==> src/rtl/onehot_scan_pkg.sv <==
// Shared types, default parameters and width helpers for the one-hot scan encoder.
package onehot_scan_pkg;

  typedef enum logic [1:0] {StIdle, StScan, StSum, StParity} state_e;

  localparam int unsigned DefWidth = 16;
  localparam int unsigned DefDepth = 8;
  localparam int unsigned DefDelay = 100_000_000;
  localparam int unsigned DefLedW  = 8;

  // Largest sum is DEPTH rows each contributing the top code WIDTH-1.
  function automatic int unsigned sum_width(int unsigned depth, int unsigned width);
    return $clog2(depth * (width - 1) + 1);
  endfunction

endpackage

==> src/rtl/onehot_decode.sv <==
// Combinational word decoder: strict one-hot check or lowest-set-bit priority encode.
module onehot_decode
  import onehot_scan_pkg::*;
#(
  parameter int unsigned WIDTH = DefWidth,
  parameter int unsigned CodeW = $clog2(WIDTH)
) (
  input  logic [WIDTH-1:0] w,
  input  logic             mode,
  output logic             valid,
  output logic [CodeW-1:0] code
);

  localparam int unsigned PopW = $clog2(WIDTH + 1);

  logic [PopW-1:0] ones;
  logic            found;

  always_comb begin
    ones  = '0;
    found = 1'b0;
    code  = '0;
    for (int i = 0; i < WIDTH; i++) begin
      if (w[i]) begin
        ones = ones + PopW'(1);
        if (!found) begin
          code  = CodeW'(i);
          found = 1'b1;
        end
      end
    end
    valid = mode ? found : (ones == PopW'(1));
  end

endmodule

==> src/rtl/onehot_scan_encoder.sv <==
// Scans a small table row by row at a slow tick, shows each row's decoded bit index on the LEDs,
// then shows the running sum; a synchronized push button toggles between sum and its parity.
module onehot_scan_encoder
  import onehot_scan_pkg::*;
#(
  parameter int unsigned WIDTH = DefWidth,
  parameter int unsigned DEPTH = DefDepth,
  parameter int unsigned DELAY = DefDelay,
  parameter int unsigned LED_W = DefLedW
) (
  input  logic                     clk,
  input  logic                     rst_n,
  input  logic                     PB1,
  input  logic                     start,
  input  logic                     mode,
  input  logic                     wr_en,
  input  logic [$clog2(DEPTH)-1:0] wr_addr,
  input  logic [WIDTH-1:0]         wr_data,
  output logic [LED_W-1:0]         led,
  output logic                     busy,
  output logic                     done
);

  localparam int unsigned AddrW = $clog2(DEPTH);
  localparam int unsigned CodeW = $clog2(WIDTH);
  localparam int unsigned SumW  = sum_width(DEPTH, WIDTH);
  localparam int unsigned CntW  = $clog2(DELAY);
  localparam logic [CntW-1:0] CntReload = CntW'(DELAY - 1);

  state_e             state_q, state_d;
  logic [AddrW-1:0]   row_q, row_d;
  logic [SumW-1:0]    sum_q, sum_d;
  logic [CntW-1:0]    cnt_q, cnt_d;
  logic [LED_W-1:0]   led_q, led_d;
  logic               done_q, done_d;
  logic               mode_q, mode_d;
  logic               wrapped_q, wrapped_d;
  logic               pb_sync1_q, pb_sync2_q, pb_prev_q;
  logic [WIDTH-1:0]   table_q [DEPTH];

  logic               tick;
  logic               pb_event;
  logic               dec_valid;
  logic [CodeW-1:0]   dec_code;

  onehot_decode #(
    .WIDTH (WIDTH),
    .CodeW (CodeW)
  ) u_decode (
    .w     (table_q[row_q]),
    .mode  (mode_q),
    .valid (dec_valid),
    .code  (dec_code)
  );

  assign tick     = (cnt_q == '0);
  assign pb_event = pb_sync2_q & ~pb_prev_q;

  always_ff @(posedge clk or negedge rst_n) begin
    if (!rst_n) begin
      pb_sync1_q <= 1'b0;
      pb_sync2_q <= 1'b0;
      pb_prev_q  <= 1'b0;
    end else begin
      pb_sync1_q <= PB1;
      pb_sync2_q <= pb_sync1_q;
      pb_prev_q  <= pb_sync2_q;
    end
  end

  // The row being scanned is read combinationally, so writes are locked out for the whole scan.
  always_ff @(posedge clk or negedge rst_n) begin
    if (!rst_n) begin
      for (int i = 0; i < DEPTH; i++) begin
        table_q[i] <= '0;
      end
    end else if (wr_en && (state_q != StScan)) begin
      table_q[wr_addr] <= wr_data;
    end
  end

  always_comb begin
    state_d   = state_q;
    row_d     = row_q;
    sum_d     = sum_q;
    cnt_d     = cnt_q;
    led_d     = led_q;
    mode_d    = mode_q;
    wrapped_d = wrapped_q;
    done_d    = 1'b0;

    if (start && (state_q != StScan)) begin
      state_d   = StScan;
      row_d     = '0;
      sum_d     = '0;
      cnt_d     = CntReload;
      mode_d    = mode;
      wrapped_d = 1'b0;
    end else begin
      case (state_q)
        StScan: begin
          if (!tick) begin
            cnt_d = cnt_q - CntW'(1);
          end else begin
            cnt_d = CntReload;
            // One extra tick after the last row closes the scan.
            if (wrapped_q) begin
              state_d   = StSum;
              led_d     = LED_W'(sum_q);
              done_d    = 1'b1;
              wrapped_d = 1'b0;
            end else begin
              if (dec_valid) begin
                led_d = LED_W'(dec_code);
                sum_d = sum_q + SumW'(dec_code);
              end else begin
                led_d = '1;
              end
              if (row_q == AddrW'(DEPTH - 1)) begin
                row_d     = '0;
                wrapped_d = 1'b1;
              end else begin
                row_d = row_q + AddrW'(1);
              end
            end
          end
        end
        StSum: begin
          if (pb_event) begin
            state_d = StParity;
            led_d   = LED_W'(^sum_q);
          end
        end
        StParity: begin
          if (pb_event) begin
            state_d = StSum;
            led_d   = LED_W'(sum_q);
          end
        end
        StIdle:  ;
        default: state_d = StIdle;
      endcase
    end
  end

  always_ff @(posedge clk or negedge rst_n) begin
    if (!rst_n) begin
      state_q   <= StIdle;
      row_q     <= '0;
      sum_q     <= '0;
      cnt_q     <= '0;
      led_q     <= '0;
      done_q    <= 1'b0;
      mode_q    <= 1'b0;
      wrapped_q <= 1'b0;
    end else begin
      state_q   <= state_d;
      row_q     <= row_d;
      sum_q     <= sum_d;
      cnt_q     <= cnt_d;
      led_q     <= led_d;
      done_q    <= done_d;
      mode_q    <= mode_d;
      wrapped_q <= wrapped_d;
    end
  end

  assign led  = led_q;
  assign busy = (state_q == StScan);
  assign done = done_q;

endmodule

==> config.mk <==
export PLATFORM = sky130hd
export DESIGN_NAME = onehot_scan_encoder
export DESIGN_NICKNAME = d
export VERILOG_FILES = /design/src/rtl/onehot_scan_pkg.sv /design/src/rtl/onehot_decode.sv /design/src/rtl/onehot_scan_encoder.sv
export SDC_FILE = /design/constraint.sdc
export NUM_CORES = 1
export LEC_CHECK = 0
export ABC_AREA = 1
export CORE_ASPECT_RATIO = 1.2
export CORE_MARGIN = 3
export CORE_UTILIZATION = 46
export CTS_CLUSTER_SIZE = 12
export DETAILED_ROUTE_END_ITERATION = 6
export GPL_ROUTABILITY_DRIVEN = 0
export PLACE_DENSITY = 0.59
export SLEW_MARGIN = 20
export SYNTH_ARGS = -nofsm -noshare
export SYNTH_HDL_FRONTEND = slang
export SYNTH_SLANG_ARGS = --single-unit
export TNS_END_PERCENT = 5
==> constraint.sdc <==
create_clock -name clk -period 12.42 [get_ports clk]
set_input_delay 2.484 -clock clk [delete_from_list [all_inputs] [get_ports clk]]
set_output_delay 2.484 -clock clk [all_outputs]
set_load 0.02 [all_outputs]
## Word level (Yosys, flattened, before mapping)

Index checks and enable logic that the tools add are counted.

| word-level totals | value |
|---|---|
| register bits | 181 |
| bits of input ports | 25 |
| output and inout port bits | 10 |
| logic and storage cells | 177 |

| operators by class | value |
|---|---|
| add/subtract/negate cells | 18 |
| $lt $le $gt $ge | 3 |
| equal/unequal tests | 14 |
| muxes and demuxes | 103 |
| bitwise gates (word level) | 5 |
| reduce and logical (&&, ||, !) cells | 15 |

Operators with widths:

| cell | number |
|---|---|
| 128-bit bitwise mux | 1 |
| 4-bit 2-to-1 mux | 29 |
| 27-bit 2-to-1 mux | 3 |
| 5-bit 2-to-1 mux | 15 |
| 5-bit by 1-bit adder with 5-bit output (second input constant) | 14 |
| 16-bit binary-select mux with 3-bit select | 1 |
| 16-bit demux with 3-bit select | 1 |
| 16-bit 2-to-1 mux | 3 |
| 8-bit 2-to-1 mux | 5 |
| 7-bit 2-to-1 mux | 5 |
| 1-bit 2-to-1 mux | 28 |
| 27-bit logical NOT | 1 |
| 27-bit by 1-bit subtractor with 27-bit output (second input constant) | 1 |
| 8-bit one-hot mux with 3 select lines | 1 |
| 3-bit 2-to-1 mux | 5 |
| 2-bit 2-to-1 mux | 5 |
| 5-bit AND reduction | 2 |
| 4-bit greater-or-equal comparator (second input constant) | 2 |
| 3-bit NOT with 4-bit output | 2 |
| 7-bit by 4-bit adder with 7-bit output | 1 |
| 7-bit parity | 1 |
| 2-bit by 1-bit inequality test with 1-bit output (second input constant) | 3 |
| 3-bit by 1-bit inequality test with 1-bit output (second input constant) | 2 |
| 3-bit inequality test (second input constant) | 2 |
| other kinds (18) | 25 |

## Depth between registers and ports, before layout

| depth | value |
|---|---|
| depth after elaboration | 42 |
| depth in mapped cells | 68 |
| gate-level depth less buffers | 62 |

## Cells and area by module

Synthesis repeated with hierarchy kept, for this count alone.

| second synthesis, totals | value |
|---|---|
| cell total of the unflattened synthesis | 1522 |
| area, all modules | 11284.6 um2 |

Modules (own cells, without submodules):

| module | times used | cells an instance | area each (um2) | seq. area each (um2) |
|---|---|---|---|---|
| onehot_scan_encoder | 1 | 1123 | 9221.3 | 4529.3 |
| onehot_decode | 1 | 399 | 2063.2 | 0.0 |

## Worst setup path before layout

OpenSTA, ideal clock, no wires.

| timing path | value |
|---|---|
| path kind | register to register |
| start point | reg row_q[0] |
| end point | reg led_q[3], in the netlist led[3] |
| library setup time | 0.122 ns |
| data arrival time | 9.634 ns |
| required time | 12.298 ns |
| setup slack | 2.664 ns |
| cell stages (with the launch flop) | 68 |
| buffers on the path | 6 |
| period minus slack after synthesis | 9.756 ns |
| cells stage by stage | dfrtp_1 inv_2 buf_2 buf_2 buf_2 clkbuf_1 buf_2 clkbuf_1 nor2_1 o22ai_1 inv_1 o21ai_0 inv_1 ha_1 inv_1 nand2_1 nand2_1 ha_1 [32 not listed] ha_1 nand2_1 nand2_1 ha_1 or2_2 o21ai_1 inv_1 ha_1 inv_1 a21oi_1 a21oi_1 nand4_1 nand2_2 nand2_1 nand2_2 nand2_1 nand2_1 a21oi_1 |

| between the ends | value |
|---|---|
| longest elaborated chain between the ends | 41 |
| elaborated cells on any way between the ends | 85 |
| classes of those cells | 15 x add/sub; 1 x eq/ne; 68 x mux; 1 x bitwise |

RTL lines:

| item | RTL line | RTL |
|---|---|---|
| start, declared | onehot_scan_encoder.sv:31 | `logic [AddrW-1:0] row_q, row_d;` |
| start signal, assigned | onehot_scan_encoder.sv:158 | `row_q <= row_d;` |
| 3-bit NOT with 4-bit output (not written as such) * | onehot_scan_encoder.sv:50 | `.w (table_q[row_q]),` |
| 16-bit binary-select mux with 3-bit select * | onehot_scan_encoder.sv:50 |  |
| 16-bit 2-to-1 mux (not written as such) * (2 in a row) | onehot_scan_encoder.sv:50 |  |
| 1-bit 2-to-1 mux | onehot_decode.sv:24 | `if (w[i]) begin` |
| 1-bit by 1-bit adder with 2-bit output | onehot_decode.sv:25 | `ones = ones + PopW'(1);` |
| 5-bit 2-to-1 mux | onehot_decode.sv:24 |  |
| 5-bit by 1-bit adder with 5-bit output | onehot_decode.sv:25 |  |
| 5-bit 2-to-1 mux | onehot_decode.sv:24 |  |
| [24 not listed] | n/a |  |
| 5-bit by 1-bit adder with 5-bit output | onehot_decode.sv:25 |  |
| 5-bit 2-to-1 mux | onehot_decode.sv:24 |  |
| 5-bit by 1-bit == test with 1-bit output | onehot_decode.sv:32 | `valid = mode ? found : (ones == PopW'(1));` |
| 1-bit 2-to-1 mux | onehot_decode.sv:32 |  |
| 8-bit 2-to-1 mux * | onehot_scan_encoder.sv:113 | `if (dec_valid) begin` |
| 8-bit 2-to-1 mux * | onehot_scan_encoder.sv:107 | `if (wrapped_q) begin` |
| 8-bit 2-to-1 mux * | onehot_scan_encoder.sv:102 | `if (!tick) begin` |
| 8-bit one-hot mux with 3 select lines * | onehot_scan_encoder.sv:100 | `case (state_q)` |
| end signal, assigned | onehot_scan_encoder.sv:161 | `led_q <= led_d;` |
| end, declared | onehot_scan_encoder.sv:34 | `logic [LED_W-1:0] led_q, led_d;` |

Mark *: on every way between the ends. The rest lies on a longest branch, timed or not. The select of a mux whose other input is x is not followed.
A chain may end at the register's enable or synchronous reset.

## Final worst setup path

| timing path | value |
|---|---|
| start point | reg row_q[0] |
| end point | reg led_q[6], in the netlist led[6] |

| between the ends | value |
|---|---|
| longest elaborated chain between the ends | 41 |
| elaborated cells on any way between the ends | 57 |
| classes of those cells | 15 x add/sub; 1 x eq/ne; 40 x mux; 1 x bitwise |

RTL lines:

| item | RTL line |
|---|---|
| 3-bit NOT with 4-bit output (not written as such) * | onehot_scan_encoder.sv:50 |
| 16-bit binary-select mux with 3-bit select * | onehot_scan_encoder.sv:50 |
| 16-bit 2-to-1 mux (not written as such) * (2 in a row) | onehot_scan_encoder.sv:50 |
| 1-bit 2-to-1 mux | onehot_decode.sv:24 |
| 1-bit by 1-bit adder with 2-bit output | onehot_decode.sv:25 |
| 5-bit 2-to-1 mux | onehot_decode.sv:24 |
| 5-bit by 1-bit adder with 5-bit output | onehot_decode.sv:25 |
| 5-bit 2-to-1 mux | onehot_decode.sv:24 |
| [24 not listed] | n/a |
| 5-bit by 1-bit adder with 5-bit output | onehot_decode.sv:25 |
| 5-bit 2-to-1 mux | onehot_decode.sv:24 |
| 5-bit by 1-bit == test with 1-bit output | onehot_decode.sv:32 |
| 1-bit 2-to-1 mux * | onehot_decode.sv:32 |
| 8-bit 2-to-1 mux * | onehot_scan_encoder.sv:113 |
| 8-bit 2-to-1 mux * | onehot_scan_encoder.sv:107 |
| 8-bit 2-to-1 mux * | onehot_scan_encoder.sv:102 |
| 8-bit one-hot mux with 3 select lines * | onehot_scan_encoder.sv:100 |

Marks and branches as above.

==> flow_summary.json <==
{
  "status": "completed",
  "cts_sinks": 181,
  "worstReg2RegEnd": "led[6]$_DFFE_PN0P_",
  "postCtsHoldBufs": 0,
  "cp_num_buf_inv": 9,
  "critPathCaptureType": "flip-flop",
  "max_cap_viol_count": 0,
  "path_delay_family": "adder cells",
  "slowest_stage": "dfrtp_2",
  "die_h_um": 174,
  "synth_enable_flop_cells": 0,
  "cts_tree": "built",
  "crit_fanout": 35,
  "fin_worst_skew_ps": 14.7,
  "min-delay-start": "pb_sync1_q$_DFF_PN0_",
  "antenna_cells": 0,
  "grt_antenna_before_repair": 0,
  "num_io_pins": 35,
  "cpMostUsedCell": "nand2_1",
  "synth_ff_type": "dfrtp_1",
  "crit_path_start_kind": "flip-flop",
  "detail_route.first_pass.iterations": 5,
  "synthCells": 1437,
  "ys_ff_latch": 181,
  "worstHoldPathCells": 0,
  "syn_area_um2": 10800,
  "relSlewSlack": 0.313,
  "seq_area_frac_synth": 0.419,
  "multi_input_area_um2": 5370,
  "portBuffers": 34,
  "track_usage": 0.214,
  "cts_buffers": 17,
  "synth_common_cells": "nand2_1, o21ai_0, dfrtp_1",
  "yosys.area.top_type_share": 0.419,
  "ff2ff_setup_slack_ps": 2450,
  "grt_remaining_overflow": 0,
  "hold_viol": 0,
  "maxSlewViolCount": 0,
  "drive_gt1_frac": 0.103,
  "yosysTopAreaCell": "dfrtp_1",
  "fin_crit_sh": 0.803,
  "rsz0062_at_grt": "false",
  "post_cts_buffers": 0,
  "hold_path_class": "reg -> reg",
  "final_antenna_net_count": 0,
  "min_period_ps": 9970,
  "arrival_ps": 10300,
  "synthMostInstantiatedCell": "nand2_1",
  "critPathKind": "reg -> reg",
  "initial_utilization": 0.475,
  "reg2reg_depth": 61,
  "dieArea_um2": 25400,
  "ctsResizeCount": 0,
  "dp_hpwl_mm": 17.4,
  "clkLatencyLatePin_ps": 430,
  "path_clk_slew_ps": 80,
  "drt-initial-drc-count": 550,
  "drc": 0,
  "via_per_inst": 5.18,
  "nets": 1505,
  "cts_max_level": 4,
  "cp.required_ps": 12750,
  "syn_to_final_growth_pct": 11.1,
  "ff_latch_area_um2": 4530,
  "syn_avg_cell_area_um2": 7.52,
  "setup_violations": 0,
  "rows": 60,
  "grt_pass1_wl_mm": 44.8,
  "async_flop_share": 1.00,
  "timing.fmax_mhz": 100,
  "worst_slew_pin_slew_ps": 1020,
  "holdPathEnd": "pb_sync2_q$_DFF_PN0_",
  "clock_path_buffers": 2,
  "synth.area.top_cells": "dfrtp_1, nand2_1, o21ai_0",
  "fillers": 2285,
  "yosysWarnings": 0,
  "coreArea_um2": 22700,
  "die_x_um": 146,
  "rr_startpoint": "row_q[0]$_DFFE_PN0P_",
  "setup_tns_ps": 0,
  "vias": 9207,
  "grt_max_degree": 109,
  "grt_pass1_vias": 8977,
  "max_stage_delay_ps": 600,
  "synth.net_count": 1488,
  "drt_wl_total_mm": 26.4,
  "wl_per_cell_um": 14.8,
  "yosysUniqueCellTypes": 56,
  "root_buffer": "clkbuf_16"
}
## worst max path at each step
stage	slack, ps	startpoint	cells past startpoint	end
after floorplan	2660	row_q[0]$_DFFE_PN0P_	67	led[3]$_DFFE_PN0P_
after global placement	2770	row_q[0]$_DFFE_PN0P_	61	led[4]$_DFFE_PN0P_
after detailed placement	2440	row_q[0]$_DFFE_PN0P_	61	led[6]$_DFFE_PN0P_
after CTS	2410	row_q[0]$_DFFE_PN0P_	61	led[6]$_DFFE_PN0P_
after global routing	1490	row_q[0]$_DFFE_PN0P_	61	led[1]$_DFFE_PN0P_
final	2450	row_q[0]$_DFFE_PN0P_	61	led[6]$_DFFE_PN0P_
## cell type report
type | count | share of cell area
repair buffers | 50 | 0.0401
clock inverters | 12 | 0.0119
well taps | 310 | 0.0323
inverters | 172 | 0.0540
flip-flops and latches | 181 | 0.377
multi-input cells | 1032 | 0.447
clock buffers | 20 | 0.0372
## cell usage in the layout, fill, tap and decap left out, drive strengths merged, types with 2 or more instances in the layout
| cell | instances |
|---|---|
| nand2 | 383 |
| clkbuf | 20 |
| nand4 | 17 |
| a21boi | 3 |
| a311oi | 2 |
| clkinvlp | 3 |
| ha | 25 |
| o221ai | 22 |
| clkinv | 5 |
| nand3b | 6 |
| o21bai | 3 |
| nand3 | 107 |
| inv | 174 |
| xnor2 | 7 |
| nor2 | 152 |
| nor4 | 5 |
| a2111oi | 2 |
| a21oi | 20 |
| o22ai | 12 |
| dfrtp | 181 |
| clkdlybuf4s50 | 33 |
| bufinv | 2 |
| or2 | 6 |
| nor3 | 10 |
| o211ai | 4 |
| buf | 17 |
| o21ai | 222 |
| xor2 | 13 |
## state kept, by name (all words and copies together) (netlist names)
signal	cells
done	1
row_q	3
table_q	128
sum_q	7
cnt_q	27
pb_prev_q	1
state_q	2
pb_sync1_q	1
pb_sync2_q	1
wrapped_q	1
mode_q	1
led	8
## metal layers
| layer | GRT usage | part of all wire | wire [um] | vias to the layer above |
|---|---|---|---|---|
| li1 | - | - | - | 4727 |
| met1 | 0.295 | 0.49 | 13000 | 4345 |
| met2 | 0.358 | 0.47 | 12500 | 117 |
| met3 | 0.0295 | 0.024 | 640 | 18 |
| met4 | 0.0519 | 0.0095 | 250 | 0 |
| met5 | 0 | 0 | 0 | - |
## through the flow
step,setup WS [ps],cells,util,hold WS (ps),cell area [um2]
2_1_floorplan,2660,1437,-,331,10800
3_3_place_gp,2770,1744,0.501,335,11400
3_5_place_dp,2440,1744,0.501,338,11400
4_1_cts,2410,1776,0.527,348,12000
5_1_grt,1490,1777,0.528,355,12000
6_report,2450,1777,0.528,348,12000
## logic make-up after synthesis
logic type | count (synthesis) | share of synthesized area
buffers and inverters | 224 | 0.0839
and+or+nand+nor | 688 | 0.293
DFF | 181 | 0.419
xor gates and xnor gates | 20 | 0.0162
adders and majority gates | 26 | 0.0308
AOI/OAI and AO/OA | 297 | 0.156
muxes | 1 | 0.000926
Power is left out: the tool's default activity adds up to more than one toggle a clock period on the data nets, which glitch-free logic cannot reach.
